[src/rtl/gato_pkg.sv]
// Shared encodings for the N x N gato controller: cell values, FSM state codes,
// line directions and the per-direction (drow, dcol) step table.
package gato_pkg;

  localparam logic [1:0] CELL_EMPTY = 2'b00;
  localparam logic [1:0] CELL_P1    = 2'b01;
  localparam logic [1:0] CELL_P2    = 2'b10;

  typedef enum logic [2:0] {
    ST_P1_TURN = 3'd0,
    ST_P2_TURN = 3'd1,
    ST_CHECK   = 3'd2,
    ST_WIN1    = 3'd3,
    ST_WIN2    = 3'd4,
    ST_TIE     = 3'd5
  } state_e;

  typedef enum logic [1:0] {
    DIR_HORIZ = 2'd0,
    DIR_VERT  = 2'd1,
    DIR_DIAG  = 2'd2,
    DIR_ANTI  = 2'd3
  } dir_e;

  typedef struct packed {
    logic signed [1:0] drow;
    logic signed [1:0] dcol;
  } step_t;

  function automatic step_t dir_step(input logic [1:0] d);
    step_t s;
    case (d)
      DIR_HORIZ: s = '{2'sb00, 2'sb01};
      DIR_VERT:  s = '{2'sb01, 2'sb00};
      DIR_DIAG:  s = '{2'sb01, 2'sb01};
      default:   s = '{2'sb01, 2'sb11};
    endcase
    return s;
  endfunction

endpackage

[src/rtl/gato_line_walker.sv]
// Sequential win detector: from the placed cell, walks each direction's + side then - side,
// one neighbour per cycle, and reports done/win/dir once a run reaches WIN_LEN or all lines fail.
module gato_line_walker
  import gato_pkg::*;
#(
  parameter int N       = 3,
  parameter int WIN_LEN = 3,
  parameter int IDX_W   = 2
) (
  input  logic             clk,
  input  logic             rst,
  input  logic             clear,
  input  logic             start,
  input  logic [IDX_W-1:0] org_row,
  input  logic [IDX_W-1:0] org_col,
  input  logic [1:0]       player,
  input  logic [1:0]       board [N][N],
  output logic             done,
  output logic             win,
  output logic [1:0]       dir
);

  localparam int CW = IDX_W + 1;
  localparam int RW = $clog2(WIN_LEN + 1);

  logic          busy_q, done_q, win_q, side_q;
  logic [1:0]    dir_q, ply_q;
  logic [RW-1:0] step_q, run_q;
  logic [CW-1:0] cur_r_q, cur_c_q, org_r_q, org_c_q;

  step_t         st;
  logic [CW-1:0] dr_ext, dc_ext, nxt_r_d, nxt_c_d;
  logic [RW-1:0] run_d, step_d;
  logic          in_bnd, hit;

  // Coordinates carry one spare bit so stepping off either edge lands at >= N.
  always_comb begin
    st      = dir_step(dir_q);
    dr_ext  = {{(CW-2){st.drow[1]}}, st.drow};
    dc_ext  = {{(CW-2){st.dcol[1]}}, st.dcol};
    nxt_r_d = side_q ? cur_r_q - dr_ext : cur_r_q + dr_ext;
    nxt_c_d = side_q ? cur_c_q - dc_ext : cur_c_q + dc_ext;
    in_bnd  = (nxt_r_d < CW'(N)) && (nxt_c_d < CW'(N));
    hit     = 1'b0;
    if (in_bnd) hit = (board[nxt_r_d[IDX_W-1:0]][nxt_c_d[IDX_W-1:0]] == ply_q);
    run_d   = run_q + 1'b1;
    step_d  = step_q + 1'b1;
  end

  always_ff @(posedge clk or posedge rst) begin
    if (rst) begin
      busy_q  <= 1'b0;
      done_q  <= 1'b0;
      win_q   <= 1'b0;
      side_q  <= 1'b0;
      dir_q   <= DIR_HORIZ;
      ply_q   <= CELL_EMPTY;
      step_q  <= '0;
      run_q   <= '0;
      cur_r_q <= '0;
      cur_c_q <= '0;
      org_r_q <= '0;
      org_c_q <= '0;
    end else begin
      done_q <= 1'b0;
      if (clear) begin
        busy_q <= 1'b0;
      end else if (start) begin
        busy_q  <= 1'b1;
        win_q   <= 1'b0;
        side_q  <= 1'b0;
        dir_q   <= DIR_HORIZ;
        ply_q   <= player;
        step_q  <= '0;
        run_q   <= RW'(1);
        cur_r_q <= {1'b0, org_row};
        cur_c_q <= {1'b0, org_col};
        org_r_q <= {1'b0, org_row};
        org_c_q <= {1'b0, org_col};
      end else if (busy_q) begin
        if (hit && run_d >= RW'(WIN_LEN)) begin
          busy_q <= 1'b0;
          done_q <= 1'b1;
          win_q  <= 1'b1;
        end else if (hit && step_d < RW'(WIN_LEN - 1)) begin
          cur_r_q <= nxt_r_d;
          cur_c_q <= nxt_c_d;
          run_q   <= run_d;
          step_q  <= step_d;
        end else begin
          cur_r_q <= org_r_q;
          cur_c_q <= org_c_q;
          step_q  <= '0;
          if (hit) run_q <= run_d;
          if (!side_q) begin
            side_q <= 1'b1;
          end else if (dir_q == DIR_ANTI) begin
            busy_q <= 1'b0;
            done_q <= 1'b1;
          end else begin
            dir_q  <= dir_q + 2'd1;
            side_q <= 1'b0;
            run_q  <= RW'(1);
          end
        end
      end
    end
  end

  assign done = done_q;
  assign win  = win_q;
  assign dir  = dir_q;

endmodule

[src/rtl/gato_nxn_controller.sv]
// N x N gato controller: board storage, turn FSM, move handshake and result flags.
// Optional per-turn forfeit timer is enabled by defining GATO_TURN_TIMEOUT_EN.
module gato_nxn_controller
  import gato_pkg::*;
#(
  parameter int N            = 3,
  parameter int WIN_LEN      = 3,
  parameter int TURN_TIMEOUT = 1000,
  localparam int IDX_W       = ($clog2(N) > 1) ? $clog2(N) : 1
) (
  input  logic             clk,
  input  logic             reset_all,
  input  logic             reset_game,
  input  logic             move_valid,
  input  logic [IDX_W-1:0] move_row,
  input  logic [IDX_W-1:0] move_col,
  output logic             move_ready,
  output logic             move_err,
  input  logic [IDX_W-1:0] rd_row,
  input  logic [IDX_W-1:0] rd_col,
  output logic [1:0]       rd_cell,
  output logic [2:0]       state,
  output logic             turno_p1,
  output logic             turno_p2,
  output logic             win_p1,
  output logic             win_p2,
  output logic             tie_game,
  output logic [1:0]       win_dir,
  output logic             timeout
);

  localparam int CW = IDX_W + 1;
  localparam int MW = $clog2(N * N + 1);

  state_e        state_q;
  logic [1:0]    board_q [N][N];
  logic [MW-1:0] moves_q;
  logic          mover_p2_q, move_err_q;
  logic [1:0]    rd_cell_q, win_dir_q;

  logic          in_turn, move_legal, walk_start, walk_done, walk_win, rd_in_range;
  logic [1:0]    player, walk_dir;

  always_comb begin
    in_turn     = (state_q == ST_P1_TURN) || (state_q == ST_P2_TURN);
    move_ready  = in_turn && !reset_game;
    player      = (state_q == ST_P2_TURN) ? CELL_P2 : CELL_P1;
    move_legal  = 1'b0;
    if (({1'b0, move_row} < CW'(N)) && ({1'b0, move_col} < CW'(N)))
      move_legal = (board_q[move_row][move_col] == CELL_EMPTY);
    walk_start  = move_valid && move_ready && move_legal;
    rd_in_range = ({1'b0, rd_row} < CW'(N)) && ({1'b0, rd_col} < CW'(N));
  end

  gato_line_walker #(.N(N), .WIN_LEN(WIN_LEN), .IDX_W(IDX_W)) u_walker (
    .clk    (clk),
    .rst    (reset_all),
    .clear  (reset_game),
    .start  (walk_start),
    .org_row(move_row),
    .org_col(move_col),
    .player (player),
    .board  (board_q),
    .done   (walk_done),
    .win    (walk_win),
    .dir    (walk_dir)
  );

`ifdef GATO_TURN_TIMEOUT_EN
  localparam int TW = $clog2(TURN_TIMEOUT);
  logic [TW-1:0] tmo_q;
  logic          timeout_q;
`endif

  always_ff @(posedge clk or posedge reset_all) begin
    if (reset_all) begin
      for (int r = 0; r < N; r++)
        for (int c = 0; c < N; c++) board_q[r][c] <= CELL_EMPTY;
      state_q    <= ST_P1_TURN;
      moves_q    <= '0;
      mover_p2_q <= 1'b0;
      move_err_q <= 1'b0;
      rd_cell_q  <= CELL_EMPTY;
      win_dir_q  <= DIR_HORIZ;
`ifdef GATO_TURN_TIMEOUT_EN
      tmo_q      <= '0;
      timeout_q  <= 1'b0;
`endif
    end else begin
      // The read port sees the board as it stood before this edge.
      rd_cell_q  <= rd_in_range ? board_q[rd_row][rd_col] : CELL_EMPTY;
      move_err_q <= 1'b0;
`ifdef GATO_TURN_TIMEOUT_EN
      timeout_q  <= 1'b0;
`endif
      if (reset_game) begin
        for (int r = 0; r < N; r++)
          for (int c = 0; c < N; c++) board_q[r][c] <= CELL_EMPTY;
        state_q    <= ST_P1_TURN;
        moves_q    <= '0;
        mover_p2_q <= 1'b0;
        win_dir_q  <= DIR_HORIZ;
`ifdef GATO_TURN_TIMEOUT_EN
        tmo_q      <= '0;
`endif
      end else begin
        case (state_q)
          ST_P1_TURN, ST_P2_TURN: begin
            if (move_valid) begin
              if (move_legal) begin
                board_q[move_row][move_col] <= player;
                moves_q    <= moves_q + 1'b1;
                mover_p2_q <= (state_q == ST_P2_TURN);
                state_q    <= ST_CHECK;
              end else begin
                move_err_q <= 1'b1;
              end
`ifdef GATO_TURN_TIMEOUT_EN
              tmo_q <= '0;
`endif
            end
`ifdef GATO_TURN_TIMEOUT_EN
            else if (tmo_q == TW'(TURN_TIMEOUT - 2)) begin
              timeout_q <= 1'b1;
              tmo_q     <= '0;
              state_q   <= (state_q == ST_P1_TURN) ? ST_P2_TURN : ST_P1_TURN;
            end else begin
              tmo_q <= tmo_q + 1'b1;
            end
`endif
          end
          ST_CHECK: begin
`ifdef GATO_TURN_TIMEOUT_EN
            tmo_q <= '0;
`endif
            if (walk_done) begin
              if (walk_win) begin
                state_q   <= mover_p2_q ? ST_WIN2 : ST_WIN1;
                win_dir_q <= walk_dir;
              end else if (moves_q == MW'(N * N)) begin
                state_q <= ST_TIE;
              end else begin
                state_q <= mover_p2_q ? ST_P1_TURN : ST_P2_TURN;
              end
            end
          end
          ST_WIN1, ST_WIN2, ST_TIE: state_q <= state_q;
          default:                  state_q <= ST_P1_TURN;
        endcase
      end
    end
  end

  assign move_err = move_err_q;
  assign rd_cell  = rd_cell_q;
  assign state    = state_q;
  assign turno_p1 = (state_q == ST_P1_TURN);
  assign turno_p2 = (state_q == ST_P2_TURN);
  assign win_p1   = (state_q == ST_WIN1);
  assign win_p2   = (state_q == ST_WIN2);
  assign tie_game = (state_q == ST_TIE);
  assign win_dir  = win_dir_q;
`ifdef GATO_TURN_TIMEOUT_EN
  assign timeout  = timeout_q;
`else
  assign timeout  = 1'b0;
`endif

endmodule

[config.mk]
export PLATFORM = sky130hd
export DESIGN_NAME = gato_nxn_controller
export DESIGN_NICKNAME = d
export VERILOG_FILES = /design/src/rtl/gato_pkg.sv /design/src/rtl/gato_line_walker.sv /design/src/rtl/gato_nxn_controller.sv
export SDC_FILE = /design/constraint.sdc
export NUM_CORES = 1
export LEC_CHECK = 0
export BUFFER_PORTS_ARGS = -buffer_cell sky130_fd_sc_hd__buf_2
export CAP_MARGIN = 30
export CORE_MARGIN = 3
export CORE_UTILIZATION = 50
export CTS_CLUSTER_DIAMETER = 30
export DETAILED_ROUTE_END_ITERATION = 6
export GPL_ROUTABILITY_DRIVEN = 1
export GPL_TIMING_DRIVEN = 0
export PLACE_DENSITY = 0.68
export SYNTH_ARGS = -nofsm -noshare
export SYNTH_HDL_FRONTEND = slang
export SYNTH_HIERARCHICAL = 1
export SYNTH_SLANG_ARGS = --single-unit
[constraint.sdc]
create_clock -name clk -period 3.78 [get_ports clk]
set_clock_uncertainty 0.15 [all_clocks]
set_input_delay 1.134 -clock clk [delete_from_list [all_inputs] [get_ports clk]]
set_output_delay 1.134 -clock clk [all_outputs]
set_load 0.03 [all_outputs]
# After elaboration in Yosys (flattened, before gate mapping)
# Index checks and enable logic that the tools add are counted.
# Widths: inputs -> output; s select.
[word_totals] input_bits=12 out_inout_bits=15 wordCells=215 reg_bits=53
[classes] bitwise_logic=7 n_mux=106 n_reduce_logical=34 add_sub_neg=8 n_eq_ne=17 order_cmp=16
[ops] op="$mux 18" n=4
[ops] op="$mux 2" n=30
[ops] op="$mux 3" n=17
[ops] op="$mux 6" n=7
[ops] op="$bmux 6 s2" n=3
[ops] op="$mux 1" n=33
[ops] op="$bwmux 18" n=1
[ops] op="$ge 3x3->1 const B" n=6
[ops] op="$not 2->3" n=6
[ops] op="$pmux 3 s3" n=2
[ops] op="$reduce_bool 2->1" n=9
[ops] op="$mux 4" n=4
[ops] op="$bmux 2 s2" n=3
[ops] op="$demux 6 s2" n=1
[ops] op="$reduce_and 3->1" n=4
[ops] op="$logic_and 1x1->1" n=10
[ops] op="$lt 2x2->1 const B" n=5
[ops] op="$reduce_and 4->1" n=2
[ops] op="$add 2x1->2 const B" n=3
[ops] op="$eq 3x2->1 const B" n=2
[ops] op="$eq 3x3->1 const B" n=2
[ops] op="$lt 3x1->1 const B" n=2
[ops] op="$lt 3x2->1 const B" n=2
[ops] op="$ne 2x1->1 const B" n=3
[ops] op="24 further kinds" n=27

# Longest topological paths before layout
[depth] ltp_word=20 ltp_mapped=15 mapped_depth_nobuf=14

# Hierarchy
# Netlist, hierarchy kept.
[modules_own_cells] mod="gato_nxn_controller" area_per_inst_um2=1849.3 cells_per_inst=197 instances=1
[modules_own_cells] mod="gato_line_walker" area_per_inst_um2=1526.5 cells_per_inst=157 instances=1

# Worst setup path after synthesis
# No wires, ideal clock.
[synth_path] kind="input -> register" from="input port move_row[1]" to="register u_walker.run_q[1]" t_arrival_ns=3.530 required_time_ns=3.511 path_buffers=1 path_slack_ns=-0.019 stages=12 cell_sequence="buf_4 -> nor2b_4 -> o2bb2ai_2 -> o31a_4 -> a211oi_4 -> nor2b_1 -> inv_1 -> nor2_1 -> nor2_1 -> or3_1 -> mux2i_1 -> and2_1"
[synth_via] elab_chain_len=12
[synth_rtl] element="from (decl)" line_no="gato_nxn_controller.sv:15" source="input logic [IDX_W-1:0] move_row,"
[synth_rtl] element="$not 2->3 (not written as such)" line_no="gato_nxn_controller.sv:50" source="move_legal = (board_q[move_row][move_col] == CELL_EMPTY);"
[synth_rtl] element="$bmux 6 s2" line_no="gato_nxn_controller.sv:50"
[synth_rtl] element="$mux 6 (not written as such) (2 in series)" line_no="gato_nxn_controller.sv:50"
[synth_rtl] element="$bmux 2 s2" line_no="gato_nxn_controller.sv:50"
[synth_rtl] element="$mux 2 (not written as such) (2 in series)" line_no="gato_nxn_controller.sv:50"
[synth_rtl] element="$logic_not 2->1" line_no="gato_nxn_controller.sv:50"
[synth_rtl] element="$mux 1 (*)" line_no="gato_nxn_controller.sv:49" source="if (({1'b0, move_row} < CW'(N)) && ({1'b0, move_col} < CW'(N)))"
[synth_rtl] element="$logic_and 1x1->1 (*)" line_no="gato_nxn_controller.sv:51" source="walk_start = move_valid && move_ready && move_legal;"
[synth_rtl] element="net walk_start" line_no="gato_nxn_controller.sv:41" source="logic in_turn, move_legal, walk_start, walk_done, walk_win, rd_in_range;"
[synth_rtl] element="$ne 2x1->1 (no source line) or $reduce_bool 2->1 (tied branches)"
[synth_rtl] element="$reduce_and 3->1 (no source line)"
[synth_rtl] element="to (signal assigned)" line_no="gato_line_walker.sv:88" source="run_q <= run_d;"
[synth_rtl] element="to (signal assigned)" line_no="gato_line_walker.sv:94" source="if (hit) run_q <= run_d;"
[synth_rtl] element="to (decl)" line_no="gato_line_walker.sv:28" source="logic [RW-1:0] step_q, run_q;"
# The timed path passes the listed nets; every way through them passes the cells marked *. The select of a mux whose other input is x is not followed.
# A chain may end at the register's enable or synchronous reset.

# Final worst setup path
[layout_path] from="register u_walker.dir_q[1] (netlist: u_walker/dir[1])" to="register u_walker.cur_c_q[0]"
[layout_via] elab_chain_len=18
[layout_rtl] element="from (decl)" line_no="gato_line_walker.sv:27" source="logic [1:0] dir_q, ply_q;"
[layout_rtl] element="from (signal assigned)" line_no="gato_line_walker.sv:101" source="dir_q <= dir_q + 2'd1;"
[layout_rtl] element="$eq 2x2->1, or another cell as far along" line_no="gato_pkg.sv:32" source="case (d)"
[layout_rtl] element="$pmux 3 s3 (*)" line_no="gato_pkg.sv:32"
[layout_rtl] element="$add 3x1->3 or $sub 3x1->3 (tied branches)" line_no="gato_line_walker.sv:41" source="nxt_r_d = side_q ? cur_r_q - dr_ext : cur_r_q + dr_ext;"
[layout_rtl] element="$mux 3" line_no="gato_line_walker.sv:41"
[layout_rtl] element="$not 2->3 (not written as such)" line_no="gato_line_walker.sv:45" source="if (in_bnd) hit = (board[nxt_r_d[IDX_W-1:0]][nxt_c_d[IDX_W-1:0]] == ply_q);"
[layout_rtl] element="$bmux 6 s2" line_no="gato_line_walker.sv:45"
[layout_rtl] element="$mux 6 (not written as such) (2 in series)" line_no="gato_line_walker.sv:45"
[layout_rtl] element="$bmux 2 s2" line_no="gato_line_walker.sv:45"
[layout_rtl] element="$mux 2 (not written as such) (2 in series)" line_no="gato_line_walker.sv:45"
[layout_rtl] element="$eq 2x2->1" line_no="gato_line_walker.sv:45"
[layout_rtl] element="$mux 1" line_no="gato_line_walker.sv:45"
[layout_rtl] element="$logic_and 1x1->1" line_no="gato_line_walker.sv:85" source="end else if (hit && step_d < RW'(WIN_LEN - 1)) begin"
[layout_rtl] element="$mux 3" line_no="gato_line_walker.sv:85"
[layout_rtl] element="$mux 3" line_no="gato_line_walker.sv:81" source="if (hit && run_d >= RW'(WIN_LEN)) begin"
[layout_rtl] element="$mux 3" line_no="gato_line_walker.sv:80" source="end else if (busy_q) begin"
[layout_rtl] element="$mux 3" line_no="gato_line_walker.sv:68" source="end else if (start) begin"
[layout_rtl] element="to (signal assigned)" line_no="gato_line_walker.sv:77" source="cur_c_q <= {1'b0, org_col};"
[layout_rtl] element="to (signal assigned)" line_no="gato_line_walker.sv:87" source="cur_c_q <= nxt_c_d;"
[layout_rtl] element="to (signal assigned)" line_no="gato_line_walker.sv:92" source="cur_c_q <= org_c_q;"
[layout_rtl] element="to (decl)" line_no="gato_line_walker.sv:29" source="logic [CW-1:0] cur_r_q, cur_c_q, org_r_q, org_c_q;"
# Every way passes the cells marked *; elsewhere a longest branch is shown, timed or not. The select of a mux whose other input is x is not followed.

==> summary.md <==
| Metric | Value |
|---|---|
| Overflow after GRT | `0` |
| FILL cells | `around 540` |
| Post-DP Area | `3620 um^2` |
| Cell Rows | `29` |
| Hold Buf Count CTS | `0` |
| Area grow syn2layout | `15.9%` |
| Initial drt markers | `225` |
| Top FF cell, synth | `dfrtp_1` |
| Critical path type | `reg2reg` |
| CTS root buf | `clkbuf_8` |
| FFs w/ async S/R, synth | `100%` |
| Vias | `around 2800` |
| Initial antenna violation count | `0` |
| Final setup violation count | `0` |
| Met3 GRT Util | `between 3 and 4%` |
| Clock Sinks | `53` |
| Req. time, crit path | `3.82 ns` |
| Post-Syn Instances | `around 350` |
| Wire length per cell | `roughly 17 um` |
| Die width | `around 90 um` |
| Total track usage | `between 20 and 25%` |
| Switching Share | `between 40% and 50%` |
| Register area share after synthesis | `39.3%` |
| Top Family by Delay on Critical Path | `adder cells` |
| Vias/cell | `roughly 5.9` |
| CP max stage delay | `0.66 ns` |
| Die Y | `around 90 um` |
| PwrDens | `roughly 700 nW/um^2` |
| Share of cells above drive strength 1 | `~26%` |
| First-pass detailed-route iteration total | `6` |
| Peak VDD IR | `about 0.00045 V` |
| Part of the power in registers | `a little over a quarter` |
| Final Hold Fails | `0` |
| Crit path capture type | `flip-flop` |
| Slew of the pin with the lowest slew margin | `around 0.84 ns` |
| Pin count of the biggest net entering global routing | `23` |
| Syn Nets | `378` |
| Diodes inserted | `0` |
| ANT nets after route | `0` |
| First-pass GRT wire length | `between 10000 and 15000 um` |
| Startpoint types | `flip-flop` |
| Warnings from Yosys | `6` |
| Setup TNS | `0 ns` |
| Clk pwr share | `12.2%` |
| Design internal power | `around 1600 uW` |
| Design Area, Final | `about 3900 um^2` |
| Worst-Skew Late Latency | `roughly 0.30 ns` |
| Leakage | `roughly 0.0017 uW` |
| Synth cell types | `between 60 and 70` |
| Layout Nets | `417` |
| GPL Wtd Cong | `approximately 0.90` |
| Number of flops mapped to enable cells by yosys | `0` |
| Initial Utilization | `a little over half` |
| Finished Core Util | `between 60% and 70%` |
| Met1 GRT Util | `around 32%` |
| Worst path slowest cell | `fa_2` |
| Syn avg cell area | `9.54 um^2` |
| Top cell by count, worst path | `inv_2` |
| IO Pins | `27` |
| Register area | `1330 um^2` |
| Fmax | `approximately 270 MHz` |
| Final Slew Violations | `0` |
| Met2 usage | `between 30% and 40%` |
| Post-Synthesis Cell Area | `roughly 3400 um^2` |
| CTS tree | `done` |
| Worst-path cell chain | `inv_2 > ha_2 > inv_2 > ha_4 > mux2i_2 > fa_2 > o21ai_2 > o32ai_4 > nor3_2 > nand2b_4 > nor3_4 > mux2_2 > a221o_1` |
| Final worst path period share | `between 90% and 100%` |
| Core area | `6460 um^2` |
| Crit Path Max Fanout | `7` |
| Count of buffers from port buffering | `23` |
| Vias in the first global route | `approximately 2700` |
| Run status | `completed` |
| Residual DRC count | `0` |
| Area of the multi-input gates | `~2000 um^2` |
| Hold WC Path Type | `reg2reg` |
| P_sw | `between 1000 and 1500 uW` |
| Synthesized flop and latch total | `53` |
| Total of max-cap violations | `0` |
| Clock tree buffer depth | `2` |
| Placed wire-length estimate | `~5900 um` |
| Htree depth | `2` |
| Total power | `between 2000 and 3000 uW` |
| Minimum clock period | `between 3 and 4 ns` |
| WP data arrival | `approximately 3.7 ns` |
| WP buf/inv | `2` |
| Top Usage Layer GRT | `met2` |
| Gate power share | `between 60% and 70%` |
| Final WL | `about 8100 um` |
| Die ar. | `between 7000 and 8000 um^2` |
| CTS Buf Count | `5` |
| Clk slew on worst S/H paths | `~0.090 ns` |
| Slew headroom | `approximately 44%` |
## per-layer routing
metal  routed length, um  share of wire [%]
met5                   0                  0
met4                 165                2.0
met3                 344                4.3
met2                3740                 46
met1                3810                 47
## synth_stat cells (8+ instances only)
cell | number | share of area, %
a21oi_1 | 15 | 2.2
nor2_1 | 41 | 4.6
ha_1 | 10 | 3.7
inv_1 | 31 | 3.4
o21ai_0 | 8 | 1.2
nand2_1 | 29 | 3.2
a31oi_1 | 9 | 1.7
mux2i_1 | 13 | 3.9
or3_1 | 8 | 1.5
dfrtp_1 | 53 | 39
nor3_1 | 13 | 1.9
## power groups by stage
stage / sequential (uW) / combinational [uW] / clock (uW)
after floorplan: 701 / 957 / 0
after global placement: 707 / 1180 / 0
after detailed placement: 712 / 1200 / 0
after CTS: 701 / 1270 / 337
after global routing: 724 / 1790 / 363
final: 713 / 1640 / 326
## through the flow
stage          setup WS (ns)  hold slack, ns  std cells
3_5_place_dp          -0.710           0.312        455
2_1_floorplan         0.0174           0.295        354
6_report               0.100           0.333        470
3_3_place_gp          -0.720           0.306        454
4_1_cts               0.0131           0.334        467
5_1_grt              -0.0531           0.353        470
## state kept, by name, summed over array words and instances (netlist names), 2 cells and up
| register | flops |
|---|---|
| u_walker/org_c_q | 2 |
| rd_cell | 2 |
| state | 3 |
| u_walker/run_q | 2 |
| u_walker/dir | 2 |
| u_walker/step_q | 2 |
| u_walker/ply_q | 2 |
| u_walker/cur_c_q | 3 |
| board_q | 18 |
| win_dir | 2 |
| u_walker/cur_r_q | 3 |
| u_walker/org_r_q | 2 |
| moves_q | 4 |
## area by class of cell
cell class	instances	share of cell area, %
repair buffers	32	5.18
clock buffers	7	2.21
multi-input cells	253	50.5
inverters	31	2.97
flip-flops and latches	53	34.0
well taps	77	2.46
plain buffers	17	2.75
## layout by cell type, fill, tap and decap left out, drive strengths merged, types with 4 or more instances in the layout
cell,netlist,final
dfrtp,53,53
nor2,42,42
buf,10,42
inv,31,31
nand2,29,29
a21oi,15,15
clkbuf,7,14
mux2i,13,13
nor3,13,13
o21ai,11,11
ha,10,10
a31oi,9,9
and2,8,8
or3,8,8
nand2b,8,8
mux2,7,7
a41oi,6,6
nor2b,6,6
a2111oi,5,5
o31ai,4,4
nand3,4,4
o22ai,4,4
## final timing paths
| check | start | endpoint | slack, ns | cells after the start |
|---|---|---|---|---|
| min | u_walker/org_r_q[0]$_DFFE_PP0P_ | u_walker/org_r_q[0]$_DFFE_PP0P_ | 0.33 | 1 |
| max reg2reg | u_walker/dir[1]$_DFFE_PP0P_ | u_walker/cur_c_q[0]$_DFFE_PP0P_ | 0.1 | 13 |
| max in group asynchronous | reset_all | u_walker/dir[0]$_DFFE_PP0P_ | 2.08 | 2 |
| min reg2reg | u_walker/org_r_q[0]$_DFFE_PP0P_ | u_walker/org_r_q[0]$_DFFE_PP0P_ | 0.33 | 1 |
| max | u_walker/dir[1]$_DFFE_PP0P_ | u_walker/cur_c_q[0]$_DFFE_PP0P_ | 0.1 | 13 |
| min in group asynchronous | reset_all | win_dir[0]$_DFFE_PP0P_ | 0.76 | 2 |
## what timing repair did
action,in CTS,in global routing
gates resized for setup,7,34
pin swaps,2,9
setup endpoints to repair,11,15
buffers inserted,5,3
endpoints found under the hold margin,0,0
cloned,0,0
## cell families (layout without fill, tap and decap cells)
| group | count (synthesis) | count (layout) | share of synthesized area, % |
|---|---|---|---|
| other cells | 1 | 1 | 0.111 |
| xor+xnor | 6 | 6 | 1.56 |
| mux | 21 | 21 | 7.08 |
| flops | 53 | 53 | 39.3 |
| fa+ha+maj | 12 | 12 | 4.89 |
| simple gates | 134 | 134 | 20.6 |
| compound gates | 79 | 79 | 20.1 |
| buf+inv | 48 | 87 | 6.41 |
Power figures use the tool's default switching activity.
